`src/rtl/seed_pkg.sv`:
```
// Shared SEED transmit-path types and widths.
// Used by the byte serializer and its phase timer.
package seed_pkg;

    localparam int SEED_BLK_W = 128;
    localparam int BYTE_W     = 8;
    localparam int TMR_W      = 8;

    typedef enum logic [2:0] {
        IDLE,
        SETUP,
        STROBE,
        HOLD,
        DONE
    } tx_state_t;

endpackage

```
`src/rtl/seed_tx_phase_timer.sv`:
```
// Loadable down-counter; expired is high once the count reaches zero.
// A load takes priority over counting; en=0 freezes the count.
module seed_tx_phase_timer #(
    parameter int W = 8
) (
    input  logic         clk,
    input  logic         reset,
    input  logic         load,
    input  logic [W-1:0] load_val,
    input  logic         en,
    output logic         expired
);

    logic [W-1:0] cnt;

    always_ff @(posedge clk) begin
        if (!reset) begin
            cnt <= '0;
        end else if (load) begin
            cnt <= load_val;
        end else if (en && (cnt != '0)) begin
            cnt <= cnt - W'(1);
        end
    end

    assign expired = (cnt == '0);

endmodule

```
`src/rtl/seed_256_to_byte_tx.sv`:
```
// Serializes one captured SEED block to the host MSB byte first, one registered cycle after each decision.
// out_en stalls acceptance and the SETUP phase only; a block arriving mid-transfer is dropped and flagged.
module seed_256_to_byte_tx
    import seed_pkg::*;
#(
    parameter int unsigned NBYTES     = SEED_BLK_W / BYTE_W,
    parameter int unsigned SETUP_CYC  = 1,
    parameter int unsigned STROBE_CYC = 1,
    parameter int unsigned HOLD_CYC   = 1
) (
    input  logic                       clk,
    input  logic                       reset,
    input  logic                       out_en,
    input  logic                       blk_valid,
    input  logic [BYTE_W*NBYTES-1:0]   blk_in,
    output logic [BYTE_W-1:0]          part_SEED,
    output logic                       load_rpi3,
    output logic                       busy,
    output logic                       done,
    output logic                       overrun
);

    localparam int BLK_W = BYTE_W * NBYTES;
    localparam int IDX_W = $clog2(NBYTES + 1);
    localparam logic [TMR_W-1:0] SETUP_V  = TMR_W'(SETUP_CYC - 1);
    localparam logic [TMR_W-1:0] STROBE_V = TMR_W'(STROBE_CYC - 1);
    localparam logic [TMR_W-1:0] HOLD_V   = TMR_W'(HOLD_CYC - 1);
    localparam logic [IDX_W-1:0] LAST_IDX = IDX_W'(NBYTES - 1);

    tx_state_t        state, state_nxt;
    logic [BLK_W-1:0] shift, shift_nxt;
    logic [IDX_W-1:0] idx, idx_nxt;
    logic             ovr_nxt;
    logic             tmr_load, tmr_en, tmr_exp;
    logic [TMR_W-1:0] tmr_val;

    // Only SETUP waits on the host; STROBE and HOLD always run to completion.
    assign tmr_en = (state == SETUP) ? out_en : 1'b1;

    seed_tx_phase_timer #(
        .W (TMR_W)
    ) u_timer (
        .clk      (clk),
        .reset    (reset),
        .load     (tmr_load),
        .load_val (tmr_val),
        .en       (tmr_en),
        .expired  (tmr_exp)
    );

    always_comb begin
        state_nxt = state;
        shift_nxt = shift;
        idx_nxt   = idx;
        ovr_nxt   = overrun;
        tmr_load  = 1'b0;
        tmr_val   = '0;
        case (state)
            IDLE, DONE: begin
                if (blk_valid && out_en) begin
                    shift_nxt = blk_in;
                    idx_nxt   = '0;
                    state_nxt = SETUP;
                    tmr_load  = 1'b1;
                    tmr_val   = SETUP_V;
                end else begin
                    state_nxt = IDLE;
                end
            end
            SETUP: begin
                ovr_nxt = overrun | blk_valid;
                if (out_en && tmr_exp) begin
                    state_nxt = STROBE;
                    tmr_load  = 1'b1;
                    tmr_val   = STROBE_V;
                end
            end
            STROBE: begin
                ovr_nxt = overrun | blk_valid;
                if (tmr_exp) begin
                    state_nxt = HOLD;
                    tmr_load  = 1'b1;
                    tmr_val   = HOLD_V;
                end
            end
            HOLD: begin
                ovr_nxt = overrun | blk_valid;
                if (tmr_exp) begin
                    if (idx == LAST_IDX) begin
                        state_nxt = DONE;
                    end else begin
                        shift_nxt = shift << BYTE_W;
                        idx_nxt   = idx + IDX_W'(1);
                        state_nxt = SETUP;
                        tmr_load  = 1'b1;
                        tmr_val   = SETUP_V;
                    end
                end
            end
            default: state_nxt = IDLE;
        endcase
    end

    // Outputs are decoded from the next state so they line up with it without a combinational path.
    always_ff @(posedge clk) begin
        if (!reset) begin
            state     <= IDLE;
            shift     <= '0;
            idx       <= '0;
            overrun   <= 1'b0;
            part_SEED <= '0;
            load_rpi3 <= 1'b0;
            busy      <= 1'b0;
            done      <= 1'b0;
        end else begin
            state     <= state_nxt;
            shift     <= shift_nxt;
            idx       <= idx_nxt;
            overrun   <= ovr_nxt;
            part_SEED <= (state_nxt == IDLE) ? '0 : shift_nxt[BLK_W-1 -: BYTE_W];
            load_rpi3 <= (state_nxt == STROBE);
            busy      <= (state_nxt != IDLE);
            done      <= (state_nxt == DONE);
        end
    end

endmodule

```
`config.mk`:
```
export PLATFORM = sky130hd
export DESIGN_NAME = seed_256_to_byte_tx
export DESIGN_NICKNAME = d
export VERILOG_FILES = /design/src/rtl/seed_pkg.sv /design/src/rtl/seed_tx_phase_timer.sv /design/src/rtl/seed_256_to_byte_tx.sv
export SDC_FILE = /design/constraint.sdc
export NUM_CORES = 1
export LEC_CHECK = 0
export ABC_AREA = 1
export CAP_MARGIN = 20
export CORE_MARGIN = 5
export CORE_UTILIZATION = 55
export CTS_CLUSTER_DIAMETER = 40
export CTS_CLUSTER_SIZE = 28
export DETAILED_ROUTE_END_ITERATION = 12
export GPL_TIMING_DRIVEN = 0
export PLACE_DENSITY = 0.94
export SYNTH_ARGS = -nofsm -noshare
export SYNTH_HDL_FRONTEND = slang
export SYNTH_SLANG_ARGS = --single-unit
```
`constraint.sdc`:
```
create_clock -name clk -period 5.6 [get_ports clk]
set_input_delay 1.12 -clock clk [delete_from_list [all_inputs] [get_ports clk]]
set_output_delay 1.12 -clock clk [all_outputs]
set_load 0.03 [all_outputs]
```
==> results of run 1 <==
==> metal layers <==
| layer | vias to the layer above | share of wire | GRT usage |
|---|---|---|---|
| li1 | 3485 | - | - |
| met1 | 3304 | 0.40 | 0.3404 |
| met2 | 405 | 0.48 | 0.4411 |
| met3 | 58 | 0.091 | 0.06154 |
| met4 | 0 | 0.025 | 0.09524 |
| met5 | - | 0 | 0 |
==> worst max-delay path by stage <==
stage	end	cells past startpoint
CTS	shift[109]	7
finish	shift[110]	7
detailed placement	shift[109]	7
global route	shift[110]	7
global placement	shift[115]	7
floorplan	idx[0]	9
==> sequential cells by signal, indices dropped and copies added, names as in the netlist <==
register	flops
busy	1
overrun	1
state	3
u_timer.cnt	8
idx	5
shift	128
part_SEED	8
done	1
load_rpi3	1
==> tightest hold or removal path, delay by kind of cell (launching register included) <==
| family | cells | cell delay [ns] |
|---|---|---|
| and+or+nand+nor | 1 | 0.06 |
| DFF | 1 | 0.31 |
| AOI/OAI and AO/OA | 1 | 0.05 |
==> per-stage QoR <==
step	setup WS, ns	hold slack, ns
4_1_cts	2.874	0.4630
5_1_grt	2.762	0.4861
2_1_floorplan	3.469	0.4396
3_3_place_gp	2.522	0.4513
6_report	2.817	0.4630
3_5_place_dp	2.459	0.4548
==> synthesized netlist by cell type (all sizes together) <==
master | number | share of area
a31oi | 113 | 0.10
xnor2 | 2 | 0.0026
nor3 | 3 | 0.0022
ha | 4 | 0.0073
and3 | 1 | 0.00092
nand3b | 1 | 0.0011
a21oi | 28 | 0.022
dfxtp | 156 | 0.46
or2 | 1 | 0.00092
clkbuf | 17 | 0.0093
nor2 | 28 | 0.019
nand2 | 335 | 0.19
buf | 52 | 0.046
nand3 | 130 | 0.096
o211ai | 7 | 0.0077
inv | 46 | 0.025
o21ai | 13 | 0.0095
xor2 | 3 | 0.0038
==> area by class of cell <==
class	count	area (µm²)
Inverter	46	172.7
Buffer	69	381.6
Clock inverter	6	130.1
Tap cell	168	210.2
Multi-Input combinational cell	669	3159
Fill cell	859	2988
Sequential cell	156	3123
Timing Repair Buffer	143	1431
Clock buffer	25	515.5
==> kinds of logic after synthesis <==
kind of cell               Yosys count  synth area share
and+or+nand+nor                    499            0.3062
AOI/OAI and AO/OA                  161            0.1422
DFF                                156            0.4568
buffers and inverters              115           0.08108
xor gates and xnor gates             5          0.006407
adders and majority gates            4          0.007321
==> report_power, final <==
part	switching [µW]	total (µW)	internal, µW
Clock	434	1250	814
Sequential	35.8	1210	1170
Combinational	179	344	165
==> flow_metrics.tcl, run 1 <==
set metrics [dict create \
    rsz0062_at_grt "false" \
    critPathTopFamily "buffers and inverters" \
    worstReg2RegStart "idx[0]" \
    post_drt_wl_per_cell_um 15.56 \
    final_cells 1282 \
    power_density_mw_per_mm2 306.8 \
    cts_buffer_depth 2 \
    ir_drop_uv 242.1 \
    drtAntennaViolNets 0 \
    die_h_um 121.5 \
    cp_cell_sequence "clkdlybuf4s50_1 > nand2_1 > nor2_4 > buf_2 > buf_2 > nand2_1 > a31oi_1" \
    synth.distinct_cells 28 \
    mostFrequentLayoutCells "nand2_1, dfxtp_1, clkdlybuf4s50_1, nand3_1, a31oi_1" \
    fp.coreArea_mm2 0.01211 \
    finalHoldViolCount 0 \
    cpMaxStageDelayCell "clkdlybuf4s50_1" \
    synth_area_per_cell_um2 7.273 \
    finalCriticalPeriod_ns 2.783 \
    clk_pin_slew_worst_paths_ns 0.06 \
    violations "design-rule violations" \
    cp-start-kind "input pin" \
    synth_seq_cells 156 \
    start_util 0.5645 \
    grt_use_total 0.2666 \
    cts_buffers 17 \
    cts.sinks 156 \
    place_hpwl_um 14300 \
    grt_pass1_vias 6790 \
    cp-startpoint "out_en" \
    clk_latency_ns 0.42 \
    fmax_mhz 359.3 \
    htree_num_levels 4 \
    drc 2 \
    cts_root_buf "clkbuf_16" \
    p_leak_uw 0.003404 \
    drive_above_1_share 0.08528 \
    cts_tree "yes" \
    cts_setup_buffers 0 \
    io_buffer_count 143 \
    ff2ff_path_depth 9 \
    cap_violations 0 \
    final_common_cell "nand2_1" \
    fin_skew_ns 0.006129 \
    maxSlewHeadroom 0.5972 \
    grt_max_degree 17 \
    syn_to_final_growth_pct 33.46 \
    drtIter0Drc 945 \
    min_from "shift[4]" \
    synth_warnings 0 \
    io_pins 144 \
    syn_nets 1076 \
    outcome "finished with violations" \
    worstReg2RegEnd "shift[101]" \
    ys_seq_area_frac 0.4568 \
    cp_max_fo 10 \
    cp.arrival_ns 3.12 \
    rows 40 \
    placed_cell_area_mm2 0.008478 \
    gr-total-overflow 0 \
    endpoint_kind "register" \
    wl_um 19950 \
    finalSetupViolations 0 \
    min_to "shift[4]" \
    gp_congestion 0.8881 \
    cp.required_ns 5.94 \
    p_total_uw 2799 \
    tightest_slew_ns 0.6041 \
    fin_area_mm2 0.009124 \
    via_count 7252 \
    nNetsFinal 1238 \
    hp-class "reg2reg" \
    antenna_found_initial 0 \
    utilization 0.7533 \
    drt-pass1-iter-count 12 \
    crit_buf_inv 3 \
    die_area_mm2 0.01476 \
    cts-hold-fix-buffers 0 \
    dp_cells 1251 \
    cts_resized 0 \
    die_w_um 121.5 \
    diodes 0 \
    period_share 0.4970 \
    syn-cell-area_mm2 0.006837 \
    vias_per_cell 5.657 \
    worstSetupPathType "in2reg" \
    drv_slew 0 \
    cp_slowest_stage_delay_ns 0.56 \
    reg2reg_slack_ns 3.30 \
    worstHoldPathCells 2 \
    setup_tns_ns 0 \
    grt_pass1_wl_um 31820 \
    synthCells 940 \
]
Power figures use the tool's default switching activity.
==> run 2, diff against run 1 <==
CORE_UTILIZATION = 46   (was 55)
PLACE_DENSITY = 0.85   (was 0.94)
clock period = 2.4 ns   (was 5.6 ns; I/O delays follow)
==> flow_metrics.tcl, run 2 (synthesis gave the netlist of run 1 again) <==
set metrics [dict create \
    clk_latency_ns 0.42 \
    hp-class "reg2reg" \
    io_pins 144 \
    fin_skew_ns 0.007298 \
    mostFrequentLayoutCells "nand2_1, dfxtp_1, clkdlybuf4s50_1, nand3_1, a31oi_1" \
    cts_tree "yes" \
    cts_buffers 17 \
    maxSlewHeadroom 0.5728 \
    die_area_mm2 0.01740 \
    cts_resized 0 \
    power_density_mw_per_mm2 717.1 \
    drtIter0Drc 651 \
    period_share 0.9033 \
    start_util 0.4704 \
    tightest_slew_ns 0.6408 \
    cp.required_ns 2.74 \
    cts.sinks 156 \
    endpoint_kind "register" \
    diodes 0 \
    grt_max_degree 17 \
    vias_per_cell 5.384 \
    regMostFlops "shift" \
    cap_violations 0 \
    finalCriticalPeriod_ns 2.168 \
    grt_pass1_vias 6681 \
    worstReg2RegStart "idx[0]" \
    drive_above_1_share 0.08625 \
    pre_cts_ws_ns -0.1059 \
    finalSetupViolations 0 \
    fmax_mhz 461.3 \
    cp-startpoint "idx[0]" \
    p_leak_uw 0.003404 \
    io_buffer_count 143 \
    antenna_found_initial 0 \
    drv_slew 0 \
    cp_max_fo 10 \
    fillCellCount 1235 \
    worstSetupPathType "reg2reg" \
    cts-hold-fix-buffers 0 \
    wl_um 19360 \
    utilization 0.6290 \
    cts_setup_buffers 0 \
    grt_pass1_wl_um 31970 \
    rsz0062_at_grt "false" \
    min_from "shift[0]" \
    cts_root_buf "clkbuf_16" \
    post_drt_wl_per_cell_um 14.93 \
    nNetsFinal 1238 \
    gp_congestion 0.9133 \
    largest_register_ffs 128 \
    outcome "finished clean" \
    finalHoldViolCount 0 \
    final_common_cell "nand2_1" \
    worst_slack_ns 0.2322 \
    ir_drop_uv 523.7 \
    reg_top3 "shift x128, part_SEED x8, u_timer.cnt x8" \
    htree_num_levels 4 \
    drc 0 \
    rows 44 \
    via_count 6983 \
    place_hpwl_um 14060 \
    cp.arrival_ns 2.51 \
    gr-total-overflow 0 \
    clk_pin_slew_worst_paths_ns 0.06 \
    die_w_um 131.9 \
    setup_tns_ns 0 \
    drt-pass1-iter-count 5 \
    drtAntennaViolNets 0 \
    syn_to_final_growth_pct 33.73 \
    die_h_um 131.9 \
    grt_use_total 0.2207 \
    cts_buffer_depth 2 \
    cp-start-kind "register" \
    fp.coreArea_mm2 0.01453 \
]
-- run 2: cell count changes in the layout (fill, tap and decap cells not counted) --
cell | previous run | this run
clkbuf_8 | 6 | 2
bufinv_16 | 4 | 5
clkbuf_1 | 19 | 17
inv_6 | 0 | 1
clkinv_4 | 0 | 2
clkinv_2 | 2 | 3
-- run 2: cell type report --
cell class / count / area, µm² / area share
multi-input cells: 669 / 3159 / 0.3456
flip-flops and latches: 156 / 3123 / 0.3416
repair buffers: 143 / 1431 / 0.1566
clock buffers: 19 / 452.9 / 0.04954
plain buffers: 69 / 381.6 / 0.04174
well taps: 184 / 230.2 / 0.02518
clock inverters: 11 / 191.4 / 0.02094
inverters: 46 / 172.7 / 0.01889
-- run 2: per-layer routing --
metal / up-vias / share of wire / global-route usage
met5: - / 0 / 0
met4: 0 / 0.020 / 0.07429
met3: 34 / 0.081 / 0.05916
met2: 290 / 0.46 / 0.3512
met1: 3177 / 0.43 / 0.2908
li1: 3482 / - / -
-- run 2: power by group --
group          total (µW)  switching (µW)  internal, µW
clock network        2950            1060          1890
logic                 793             407           385
registers            2820            83.0          2730
-- run 2: path summary, 6_finish.rpt --
| path | cells after the start | slack [ns] | to |
|---|---|---|---|
| setup reg to reg | 9 | 0.23 | shift[44] |
| hold reg to reg | 2 | 0.46 | shift[0] |
| hold / removal | 2 | 0.46 | shift[0] |
| setup / recovery | 9 | 0.23 | shift[44] |
-- run 2: metrics by stage --
step	instances	total power [µW]	hold slack [ns]	cell area [µm²]
finish	1297	6556	0.4635	9143
global route	1297	6793	0.4893	9143
CTS	1297	6574	0.4692	9143
detailed placement	1267	3652	0.4603	8498
global placement	1267	3637	0.4471	8498
floorplan	940	3269	0.4396	6837
-- run 2: critical path, stage by stage (launching register included) --
cell and delay, ns:
dfxtp_1 0.32, ha_1 0.22, nand2_1 0.07, nor2_1 0.04, ha_1 0.22, nor2_2 0.30, buf_2 0.32, buf_2 0.25
nand3_1 0.15, a31oi_1 0.19
==> run 3, diff against run 2 <==
CTS_CLUSTER_SIZE = not set   (was 28)
clock period = 1.9 ns   (was 2.4 ns; I/O delays follow)
==> flow_metrics.tcl, run 3 (synthesis gave the netlist of run 1 again) <==
set metrics [dict create \
    pre_cts_ws_ns -0.5059 \
    worstHoldPathCells 2 \
    reg_top3 "shift x128, part_SEED x8, u_timer.cnt x8" \
    power_density_mw_per_mm2 845.5 \
    cpMaxStageDelayCell "dfxtp_2" \
    diodes 0 \
    mostFrequentLayoutCells "nand2_1, dfxtp_1, clkdlybuf4s50_1, nand3_1, a31oi_1" \
    cp-start-kind "register" \
    drive_above_1_share 0.2311 \
    io_pins 144 \
    gp_congestion 0.9133 \
    clk_latency_ns 0.44 \
    p_leak_uw 0.003886 \
    drt-pass1-iter-count 6 \
    die_h_um 131.9 \
    gr-total-overflow 0 \
    regArea_mm2 0.003126 \
    drv_slew 0 \
    io_buffer_count 143 \
    post_drt_wl_per_cell_um 17.16 \
    largest_register_ffs 128 \
    die_area_mm2 0.01740 \
    via_count 7421 \
    outcome "finished with violations" \
    regMostFlops "shift" \
    syn_to_final_growth_pct 51.28 \
    cts_buffer_depth 2 \
    drtAntennaViolNets 0 \
    rows 44 \
    finalCriticalPeriod_ns 1.980 \
    wl_um 22690 \
    hp-class "reg2reg" \
    tightest_slew_ns 0.6143 \
    period_share 1.042 \
    ff2ff_path_depth 13 \
    vias_per_cell 5.613 \
    cts.sinks 156 \
    finalSetupViolations 69 \
    fillCellCount 1048 \
    cts_root_buf "clkbuf_16" \
    final_common_cell "nand2_1" \
    grt_pass1_vias 6793 \
    finalHoldViolCount 0 \
    multi_input_area_mm2 0.003720 \
    fin_skew_ns 0.01092 \
    worstSetupPathType "reg2reg" \
    rsz0062_at_grt "true" \
    start_util 0.4704 \
    fp.coreArea_mm2 0.01453 \
    cp_slowest_stage_delay_ns 0.34 \
    drc 0 \
    cp.arrival_ns 2.27 \
    grt_max_degree 17 \
    grt_pass1_wl_um 32460 \
    grt_use_total 0.2239 \
    endpoint_kind "register" \
    die_w_um 131.9 \
    placed_cell_area_mm2 0.008498 \
    drtIter0Drc 727 \
    cp.required_ns 2.19 \
    cap_violations 0 \
    antenna_found_initial 0 \
    nNetsFinal 1263 \
    htree_num_levels 4 \
    ir_drop_uv 695.6 \
    fmax_mhz 505.0 \
    cts_buffers 17 \
    clk_pin_slew_worst_paths_ns 0.06 \
    fin_area_mm2 0.01034 \
    cp_max_fo 5 \
    place_hpwl_um 14060 \
    cp_cell_sequence "ha_4 > nand2_2 > nor2_1 > ha_2 > buf_12 > nor2_4 > nand2_4 > nand2_4 > inv_8 > clkbuf_16 > clkbuf_16 > nand2_2 > a31oi_1" \
    violations "negative setup slack" \
    cts_tree "yes" \
    maxSlewHeadroom 0.5905 \
    worst_slack_ns -0.08008 \
]
run 3: critical path: cells and delay by family, from the launching register on:
family	cells	cell delay (ns)
simple gates	6	0.54
buf+inv	4	0.50
fa+ha+maj	2	0.36
flops	1	0.34
compound gates	1	0.09
run 3: report_power, final:
| group | internal (µW) | total [µW] | switching, µW |
|---|---|---|---|
| clock | 2390 | 3790 | 1400 |
| combinational | 700 | 1360 | 662 |
| sequential | 3450 | 3600 | 144 |
run 3: area by class of cell:
type | count | share of cell area
Sequential cell | 156 | 0.3022
Clock buffer | 19 | 0.04379
Clock inverter | 11 | 0.01851
Timing Repair Buffer | 170 | 0.1849
Tap cell | 184 | 0.02226
Buffer | 67 | 0.05093
Inverter | 46 | 0.01778
Multi-Input combinational cell | 669 | 0.3597
run 3: layer usage:
layer / global-route usage / share of wire
met3: 0.05649 / 0.085
met5: 0 / 0
met4: 0.08114 / 0.026
met2: 0.3579 / 0.49
met1: 0.2934 / 0.40
run 3: timing repair:
item / 4_1_cts / 5_1_grt
resized for setup: 12 / 247
gates cloned: 1 / 13
endpoints found under the setup margin: 147 / 143
buffers inserted: 7 / 6
hold buffers: 0 / 0
pin swaps: 6 / 50
run 3: path summary, 6_finish.rpt:
kind                  start  slack (ns)    endpoint
setup / recovery     idx[1]       -0.08  shift[108]
setup reg to reg     idx[1]       -0.08  shift[108]
hold reg to reg   shift[65]        0.48   shift[65]
hold / removal    shift[65]        0.48   shift[65]
run 3: per-stage QoR:
stage / hold WS (ns) / TNS, ns / cells / utilization / total power (µW)
4_1_cts: 0.4692 / 0 / 1304 / 0.6369 / 8334
5_1_grt: 0.4927 / -8.309 / 1322 / 0.7116 / 8998
3_3_place_gp: 0.4471 / -56.98 / 1267 / 0.5847 / 4594
6_report: 0.4777 / -1.270 / 1322 / 0.7116 / 8745
3_5_place_dp: 0.4603 / -59.66 / 1267 / 0.5847 / 4613
2_1_floorplan: 0.4396 / 0 / 940 / - / 4130
